<file path="src/rtl/alu_pkg.sv">
// rtl/alu_pkg.sv - shared types and constants for the ALU result stage
package alu_pkg;

    localparam int DATA_W = 16;

    typedef enum logic [1:0] {
        OP_SUM  = 2'b00,
        OP_DIFF = 2'b01,
        OP_ABS  = 2'b10,
        OP_MIN  = 2'b11
    } alu_op_t;

    // Saturation rails for a signed DATA_W result
    localparam logic [DATA_W-1:0] SAT_POS = 16'h7FFF;
    localparam logic [DATA_W-1:0] SAT_NEG = 16'h8000;

    typedef struct packed {
        logic [DATA_W-1:0] data;
        logic              sat;
        alu_op_t           op;
    } result_t;

endpackage

</file>
<file path="src/rtl/result_fifo.sv">
// rtl/result_fifo.sv - synchronous FIFO of result_t entries with occupancy count
module result_fifo
    import alu_pkg::*;
#(
    parameter int DEPTH = 4
) (
    input  logic                   clk,
    input  logic                   rst_n,
    input  logic                   i_push,
    input  result_t                i_data,
    input  logic                   i_pop,
    output result_t                o_head,
    output logic                   o_full,
    output logic                   o_empty,
    output logic [$clog2(DEPTH):0] o_count
);

    localparam int PTR_W = $clog2(DEPTH);
    localparam logic [PTR_W:0] FULL_CNT = (PTR_W+1)'(DEPTH);

    result_t          r_mem [DEPTH];
    logic [PTR_W-1:0] r_wr_ptr;
    logic [PTR_W-1:0] r_rd_ptr;
    logic [PTR_W:0]   r_count;

    logic w_push;
    logic w_pop;

    // Guard the handshakes so an overflow push or an underflow pop can never corrupt state
    always_comb begin
        o_full  = (r_count == FULL_CNT);
        o_empty = (r_count == '0);
        w_push  = i_push && !o_full;
        w_pop   = i_pop && !o_empty;
        o_head  = r_mem[r_rd_ptr];
        o_count = r_count;
    end

    // Storage, pointers and count; storage is cleared so the head reads zero out of reset
    always_ff @(posedge clk or negedge rst_n) begin
        if (!rst_n) begin
            for (int i = 0; i < DEPTH; i++) begin
                r_mem[i] <= '0;
            end
            r_wr_ptr <= '0;
            r_rd_ptr <= '0;
            r_count  <= '0;
        end else begin
            if (w_push) begin
                r_mem[r_wr_ptr] <= i_data;
                r_wr_ptr        <= r_wr_ptr + 1'b1;
            end
            if (w_pop) begin
                r_rd_ptr <= r_rd_ptr + 1'b1;
            end
            case ({w_push, w_pop})
                2'b10:   r_count <= r_count + 1'b1;
                2'b01:   r_count <= r_count - 1'b1;
                default: r_count <= r_count;
            endcase
        end
    end

endmodule

</file>
<file path="src/rtl/alu_result_stage.sv">
// rtl/alu_result_stage.sv - select/saturate ALU results and buffer them behind valid/ready
module alu_result_stage
    import alu_pkg::*;
#(
    parameter int WIDTH = 16,
    parameter int DEPTH = 4,
    parameter int CNT_W = 8
) (
    input  logic                   clk,
    input  logic                   rst_n,
    input  logic                   in_valid,
    output logic                   in_ready,
    input  logic [1:0]             op,
    input  logic [WIDTH-1:0]       a,
    input  logic [WIDTH-1:0]       b,
    input  logic [WIDTH-1:0]       sum,
    input  logic [WIDTH-1:0]       diff,
    input  logic [WIDTH-1:0]       abs_v,
    input  logic                   s_of,
    input  logic                   d_of,
    input  logic                   lt,
    output logic                   out_valid,
    input  logic                   out_ready,
    output logic [WIDTH-1:0]       out_data,
    output logic                   out_sat,
    output logic [1:0]             out_op,
    output logic [$clog2(DEPTH):0] fifo_count,
    input  logic                   sat_clr,
    output logic [CNT_W-1:0]       sat_count
);

    localparam logic [CNT_W-1:0] CNT_MAX = '1;

    result_t    w_res;
    result_t    w_head;
    logic       w_full;
    logic       w_empty;
    logic       w_accept;
    logic       w_pop;
    logic [CNT_W-1:0] r_sat_count;

    // Pick one result per opcode; on overflow clamp toward the sign of operand a
    always_comb begin
        w_res.data = sum;
        w_res.sat  = 1'b0;
        w_res.op   = alu_op_t'(op);
        case (alu_op_t'(op))
            OP_SUM: begin
                if (s_of) begin
                    w_res.data = a[WIDTH-1] ? SAT_NEG : SAT_POS;
                    w_res.sat  = 1'b1;
                end else begin
                    w_res.data = sum;
                end
            end
            OP_DIFF: begin
                if (d_of) begin
                    w_res.data = a[WIDTH-1] ? SAT_NEG : SAT_POS;
                    w_res.sat  = 1'b1;
                end else begin
                    w_res.data = diff;
                end
            end
            OP_ABS: begin
                // |most-negative| is not representable, nor is |sum| of an overflowed add
                if (s_of || (sum == SAT_NEG)) begin
                    w_res.data = SAT_POS;
                    w_res.sat  = 1'b1;
                end else begin
                    w_res.data = abs_v;
                end
            end
            OP_MIN: begin
                w_res.data = lt ? a : b;
            end
            default: begin
                w_res.data = sum;
            end
        endcase
    end

    // Handshakes; in_ready comes only from the registered count, never from out_ready
    always_comb begin
        in_ready   = !w_full;
        out_valid  = !w_empty;
        w_accept   = in_valid && !w_full;
        w_pop      = out_valid && out_ready;
        out_data   = w_head.data;
        out_sat    = w_head.sat;
        out_op     = w_head.op;
        sat_count  = r_sat_count;
    end

    result_fifo #(
        .DEPTH (DEPTH)
    ) u_fifo (
        .clk     (clk),
        .rst_n   (rst_n),
        .i_push  (w_accept),
        .i_data  (w_res),
        .i_pop   (w_pop),
        .o_head  (w_head),
        .o_full  (w_full),
        .o_empty (w_empty),
        .o_count (fifo_count)
    );

    // Count accepted saturated results, sticking at all-ones; clear wins over increment
    always_ff @(posedge clk or negedge rst_n) begin
        if (!rst_n) begin
            r_sat_count <= '0;
        end else if (sat_clr) begin
            r_sat_count <= '0;
        end else if (w_accept && w_res.sat && (r_sat_count != CNT_MAX)) begin
            r_sat_count <= r_sat_count + 1'b1;
        end
    end

endmodule

</file>
<file path="config.mk">
export PLATFORM = sky130hd
export DESIGN_NAME = alu_result_stage
export DESIGN_NICKNAME = d
export VERILOG_FILES = /design/src/rtl/alu_pkg.sv /design/src/rtl/result_fifo.sv /design/src/rtl/alu_result_stage.sv
export SDC_FILE = /design/constraint.sdc
export NUM_CORES = 1
export LEC_CHECK = 0
export CAP_MARGIN = 20
export CORE_ASPECT_RATIO = 1.4
export CORE_MARGIN = 1.5
export CORE_UTILIZATION = 50
export DETAILED_ROUTE_END_ITERATION = 16
export GPL_TIMING_DRIVEN = 0
export HOLD_SLACK_MARGIN = 0.02
export PLACE_DENSITY_LB_ADDON = 0.2
export SYNTH_ARGS = -nofsm -noshare
export SYNTH_HDL_FRONTEND = slang
export SYNTH_SLANG_ARGS = --single-unit
</file>
<file path="constraint.sdc">
create_clock -name clk -period 3.85 [get_ports clk]
set_clock_uncertainty 0.2 [all_clocks]
set_input_delay 0.77 -clock clk [delete_from_list [all_inputs] [get_ports clk]]
set_output_delay 0.77 -clock clk [all_outputs]
set_load 0.05 [all_outputs]
</file>
* After elaboration in Yosys (flattened, before gate mapping)
Index checks and enable logic that the tools add are counted.
Word-level totals: register bits after elaboration 91, latch bits 0, memory bits (writable) 0, memory bits (read-only) 0, logic and storage cells 67, memories kept 0
Cells by class: $add $sub $neg 5, $mul 0, div/mod/pow operators 0, magnitude comparators 3, equality and inequality tests 8, shifts and indexed selects 0, multiplexer cells 19, bitwise logic cells 2, reduce and logical (&&, ||, !) cells 14
Operators by type and width (number):
- 16-bit 2-to-1 mux | 5
- 76-bit bitwise mux | 1
- 16-bit one-hot mux with 4 select lines | 1
- 19-bit 2-to-1 mux | 3
- 19-bit binary-select mux with 2-bit select | 1
- 19-bit demux with 2-bit select | 1
- 16-bit equality test, second input constant | 1
- 8-bit 2-to-1 mux | 2
- 8-bit by 1-bit adder with 8-bit output, second input constant | 1
- 8-bit inequality test, second input constant | 1
- 1-bit logical AND | 7
- 2-bit equality test, second input constant | 3
- 3-bit >= comparator, second input constant | 2
- 2-bit NOT with 3-bit output | 2
- 3-bit one-hot mux with 2 select lines | 1
- 2-bit by 1-bit adder with 2-bit output, second input constant | 2
- 2-bit by 1-bit equality test with 1-bit output, second input constant | 2
- 2-bit nonzero test | 2
- 3-bit by 1-bit adder with 3-bit output, second input constant | 1
- 3-bit equality test, second input constant | 1
- 3-bit logical NOT | 1
- 3-bit by 1-bit < comparator with 1-bit output, second input constant | 1
- 1-bit 2-to-1 mux | 3
- 1-bit one-hot mux with 3 select lines | 1
- 4 further kinds | 5

* Longest topological paths before layout
depth after elaboration 8, mapped depth 9

* Hierarchy
A second synthesis with hierarchy kept.
Unflattened totals: cells, all modules 430, area, all modules 5183.7 µm²
Modules (own cells, without submodules):
- result_fifo | times used 1, cells each 219, area an instance 3704.8 µm², sequential area each 2077.0 µm²
- alu_result_stage | times used 1, cells each 211, area an instance 1478.9 µm², sequential area each 200.2 µm²

* Worst setup path after synthesis
Ideal clock, no wire load.
kind register to register, start register u_fifo.r_count[0] (netlist: u_fifo.o_count[0]), end register u_fifo.r_count[2] (netlist: u_fifo.o_count[2]), arrival 2.369 ns, required time 3.568 ns, setup slack 1.200 ns, stages on the path, launching flop included 9, buffers on the path 0, clock period less this slack 2.650 ns, cell sequence dfrtp_1 > or3_1 > and2_1 > ha_1 > inv_1 > fa_1 > xor2_1 > nor2_1 > xor2_1
Between the ends: longest elaborated chain between the ends 6
Ends and longest elaborated chain:
- start: declaration | RTL line result_fifo.sv:24 | logic [PTR_W:0] r_count;
- start signal: assignment | RTL line result_fifo.sv:57 | 2'b10: r_count <= r_count + 1'b1;
- start signal: assignment | RTL line result_fifo.sv:58 | 2'b01: r_count <= r_count - 1'b1;
- start signal: assignment | RTL line result_fifo.sv:59 | default: r_count <= r_count;
- 3-bit logical NOT * | RTL line result_fifo.sv:32 | o_empty = (r_count == '0);
- 1-bit logical NOT * | RTL line alu_result_stage.sv:85 | out_valid = !w_empty;
- via out_valid | RTL line alu_result_stage.sv:22 | output logic out_valid,
- 1-bit logical AND | RTL line alu_result_stage.sv:87 | w_pop = out_valid && out_ready;
- 1-bit logical AND * | RTL line result_fifo.sv:34 | w_pop = i_pop && !o_empty;
- via u_fifo.w_pop | RTL line result_fifo.sv:27 | logic w_pop;
- 2-bit by 1-bit equality test with 1-bit output / 2-bit equality test (equally long branches) | RTL line result_fifo.sv:56 | case ({w_push, w_pop})
- 3-bit one-hot mux with 2 select lines / 2-bit nonzero test (equally long branches)
Mark *: on every way through the listed nets, which the timed path passes. The rest lies on a longest branch. A chain may end at the register's enable or synchronous reset.

* Final worst setup path
start register u_fifo.r_rd_ptr[0], end output out_data[0]
Between the ends: longest elaborated chain between the ends 4
Ends and longest elaborated chain:
- start: declaration | RTL line result_fifo.sv:23 | logic [PTR_W-1:0] r_rd_ptr;
- start signal: assignment | RTL line result_fifo.sv:54 | r_rd_ptr <= r_rd_ptr + 1'b1;
- 2-bit NOT with 3-bit output (not written as such) | RTL line result_fifo.sv:35 | o_head = r_mem[r_rd_ptr];
- 19-bit binary-select mux with 2-bit select | RTL line result_fifo.sv:35
- 19-bit 2-to-1 mux (not written as such) (2 in a row) | RTL line result_fifo.sv:35
- end: declaration | RTL line alu_result_stage.sv:24 | output logic [WIDTH-1:0] out_data,
Every way passes these cells. The select of a mux whose other input is x is not followed.

==> qor.tcl <==
set qor(final_period_minus_worst_setup_slack_ns) 3.40
set qor(num-fill-cells) 775
set qor(route.detailed.drc) 0
set qor(synth_top_area_cell) {sky130_fd_sc_hd__dfrtp_1}
set qor(post_cts_buffers) 0
set qor(drt_iter0_markers) 221
set qor(rsz0062_at_grt) {false}
set qor(final_nets) 650
set qor(timing.critical_path.required_ns) 2.88
set qor(worst-setup-path-type) {register to primary output}
set qor(final-max-slew-violation-count) 0
set qor(floorplan.die.width_um) 87.7
set qor(synth.cell_area_sq_mm) 0.00503
set qor(globalRoute.totalOverflow) 0
set qor(timing.final.setup_violations) 0
set qor(cts_inserted_buffers) 9
set qor(critical-path-top-delay-family) {buffers and inverters}
set qor(grt_first_pass_wirelength_mm) 20.1
set qor(grt_start_max_net_pins) 69
set qor(endpoint_kind) {primary output}
set qor(ctsHoldBuffers) 0
set qor(netlist.area_leader.share) 0.453
set qor(drv.max_cap_violation_count) 0
set qor(setup.worst_path.start_class) {register}
set qor(post_synth_most_frequent_cells) {sky130_fd_sc_hd__dfrtp_1 (91), sky130_fd_sc_hd__mux2_2 (61), sky130_fd_sc_hd__a21oi_1 (48)}
set qor(worstSkewPairLatency_ns) 0.34
set qor(cp.buffers_inverters) 2
set qor(die_area_sq_mm) 0.0107
set qor(cts_tree) {yes}
set qor(antenna_violations_before_repair) 0
set qor(initial_core_util) 0.510
set qor(clk_buf_depth) 2
set qor(gr-usage-met2) 0.433
set qor(gr-max-usage-layer) {met2}
set qor(synthesis_to_finish_area_growth_pct) 34.1
set qor(flip_flop_and_latch_count_after_synthesis) 91
set qor(yosys.cell_count.top_type) {sky130_fd_sc_hd__dfrtp_1}
set qor(postLayoutCoreUtil) 0.685
set qor(p_per_area_mw_per_mm2) 813
set qor(num_vias) 3915
set qor(synthCells) 424
set qor(cts.root.buffer_cell) {sky130_fd_sc_hd__clkbuf_16}
set qor(routed_wirelength_mm) 12.7
set qor(ys.flop_type) {sky130_fd_sc_hd__dfrtp_1}
set qor(postRouteAntennaNets) 0
set qor(drt_wl_cell_um) 18.3
set qor(ff_latch_area_sq_mm) 0.00228
set qor(irDropWorstVdd_mv) 0.833
set qor(yosys-top-cells-area) {sky130_fd_sc_hd__dfrtp_1 (45%), sky130_fd_sc_hd__mux2_2 (14%), sky130_fd_sc_hd__mux4_2 (8.5%)}
set qor(detailed_place_hpwl_mm) 9.88
set qor(detailedRoute.firstPassIterationCount) 7
set qor(numPortBuffers) 117
set qor(final-hold-violation-count) 0
set qor(share_of_synthesized_area_occupied_by_flip_flops_and_latches) 0.453
set qor(status) {finished clean}
set qor(syn_nets) 521
set qor(routed_via_density) 5.65
set qor(setup_total_negative_slack_ns) 0
set qor(design.core.area_sq_mm) 0.00985
set qor(grtUsageTotal) 0.249
set qor(grt_pass1_vias) 4160
set qor(cts.sink_count) 91
set qor(io_pins) 122
set qor(antenna_cells_inserted) 0
set qor(min-delay-path-class) {input pin to async pin}
set qor(core.rowCount) 43
set qor(die-height_um) 122
set qor(synthesis.area_per_instance_sq_um) 11.9
set qor(power.leakage_nw) 2.78
set qor(crit_fanout) 10
set qor(ys_warn_count) 0
set qor(multi_input_area_sq_mm) 0.00256
set qor(cells_along_the_critical_path) {buf_2 -> mux4_2 -> clkdlybuf4s50_1}
set qor(worstPathArrival_ns) 2.43
set qor(layout_worst_path_cycle_share) 0.884
set qor(gr_layer_usage_met1) 0.296
set qor(globalRouteMet3Util) 0.0501
set qor(relSlewSlack) 0.529
set qor(post_cts.resized_instances) 0
set qor(htree_levels) 3
set qor(async_reset_ff_frac) 1.00
set qor(worst_pin_slew_ns) 0.707
set qor(netlist-cell-type-count) 46
set qor(cts.reportedPaths.clkPinSlew_ns) 0.06
set qor(post_route_cells_drive_above_1_share) 0.224
set qor(crit_path_max_incr_delay_ns) 0.72
set qor(synth_enable_flop_cells) 0
set qor(slowest_stage_cell_crit_path) {sky130_fd_sc_hd__clkdlybuf4s50_1}
set qor(clock.fmax_mhz) 294
set qor(place.gp.congestion) 0.836
[placed cells by master, fill, tap and decap left out, types with 6 or more instances in the layout]
master                            synthesis  routed
sky130_fd_sc_hd__a211oi_1                15      15
sky130_fd_sc_hd__o21ai_1                  8       8
sky130_fd_sc_hd__nor2_1                  24      24
sky130_fd_sc_hd__mux4_2                  19      19
sky130_fd_sc_hd__clkbuf_1                12      12
sky130_fd_sc_hd__inv_1                    7       7
sky130_fd_sc_hd__dfrtp_1                 91      91
sky130_fd_sc_hd__ha_1                     6       6
sky130_fd_sc_hd__mux2_2                  61      61
sky130_fd_sc_hd__nand2b_1                18      18
sky130_fd_sc_hd__mux2i_1                 19      19
sky130_fd_sc_hd__o21ai_0                  8       8
sky130_fd_sc_hd__clkbuf_16                0       9
sky130_fd_sc_hd__nand2_1                 19      19
sky130_fd_sc_hd__clkdlybuf4s50_1          0     116
sky130_fd_sc_hd__buf_2                   12      12
sky130_fd_sc_hd__a21oi_1                 48      48
[area by class of cell]
class	instances	area share
buffer	29	0.0230
clock buffer	10	0.0354
clock inverter	6	0.0165
inverter	8	0.00445
multi-input combinational	296	0.380
sequential	91	0.338
tap	135	0.0251
timing repair buffer	118	0.177
[registers in the layout, indices dropped and copies added (netlist names)]
name / flops
u_fifo.r_mem: 76
u_fifo.r_wr_ptr: 2
sat_count: 8
u_fifo.r_rd_ptr: 2
u_fifo.o_count: 3
[cells by family after synthesis]
group	synth area share
compound gates	0.110
buf+inv	0.0368
simple gates	0.103
flops	0.453
xor+xnor	0.0122
mux	0.266
fa+ha+maj	0.0189
[worst register-to-register path: cells and delay by family (launching register included)]
family	cells	cell delay, ns
xor+xnor	2	0.30
fa+ha+maj	2	0.58
buf+inv	2	0.21
flops	1	0.41
simple gates	3	0.64
[power by group]
group / internal (mW) / leakage (nW) / switching (mW) / total, mW
sequential: 1.41 / 1.09 / 0.243 / 1.65
combinational: 1.26 / 1.52 / 1.55 / 2.81
clock: 0.653 / 0.169 / 0.362 / 1.01
[routing by layer]
metal / part of all wire / up-vias
met4: 0.026 / 0
met2: 0.52 / 145
li1: - / 1811
met1: 0.40 / 1934
met5: 0 / -
met3: 0.063 / 25
[through the flow]
stage	setup WS (ns)	std cells	hold slack, ns	cell area [sq um]	total power, mW
6_report	0.448	693	0.137	6740	5.48
5_1_grt	0.369	693	0.151	6740	5.74
4_1_cts	0.429	693	0.137	6740	5.52
3_5_place_dp	0.573	677	0.269	6390	4.49
3_3_place_gp	-1.27	676	0.256	6370	4.39
2_1_floorplan	1.20	424	0.245	5030	3.61
[path summary, 6_finish.rpt]
| check | from | endpoint | slack (ns) | cells after the start |
|---|---|---|---|---|
| worst min-delay path | rst_n | sat_count[0] | 0.14 | 1 |
| worst max-delay path | u_fifo.r_rd_ptr[0] | out_data[0] | 0.45 | 3 |
| min in group clk | u_fifo.r_mem[58] | u_fifo.r_mem[58] | 0.27 | 2 |
| worst max register to register | u_fifo.o_count[1] | u_fifo.o_count[2] | 1.44 | 9 |
| worst min register to register | u_fifo.r_mem[58] | u_fifo.r_mem[58] | 0.27 | 2 |
| max in group asynchronous | rst_n | u_fifo.r_mem[46] | 2.69 | 2 |
(Power assumes the default switching activity.)
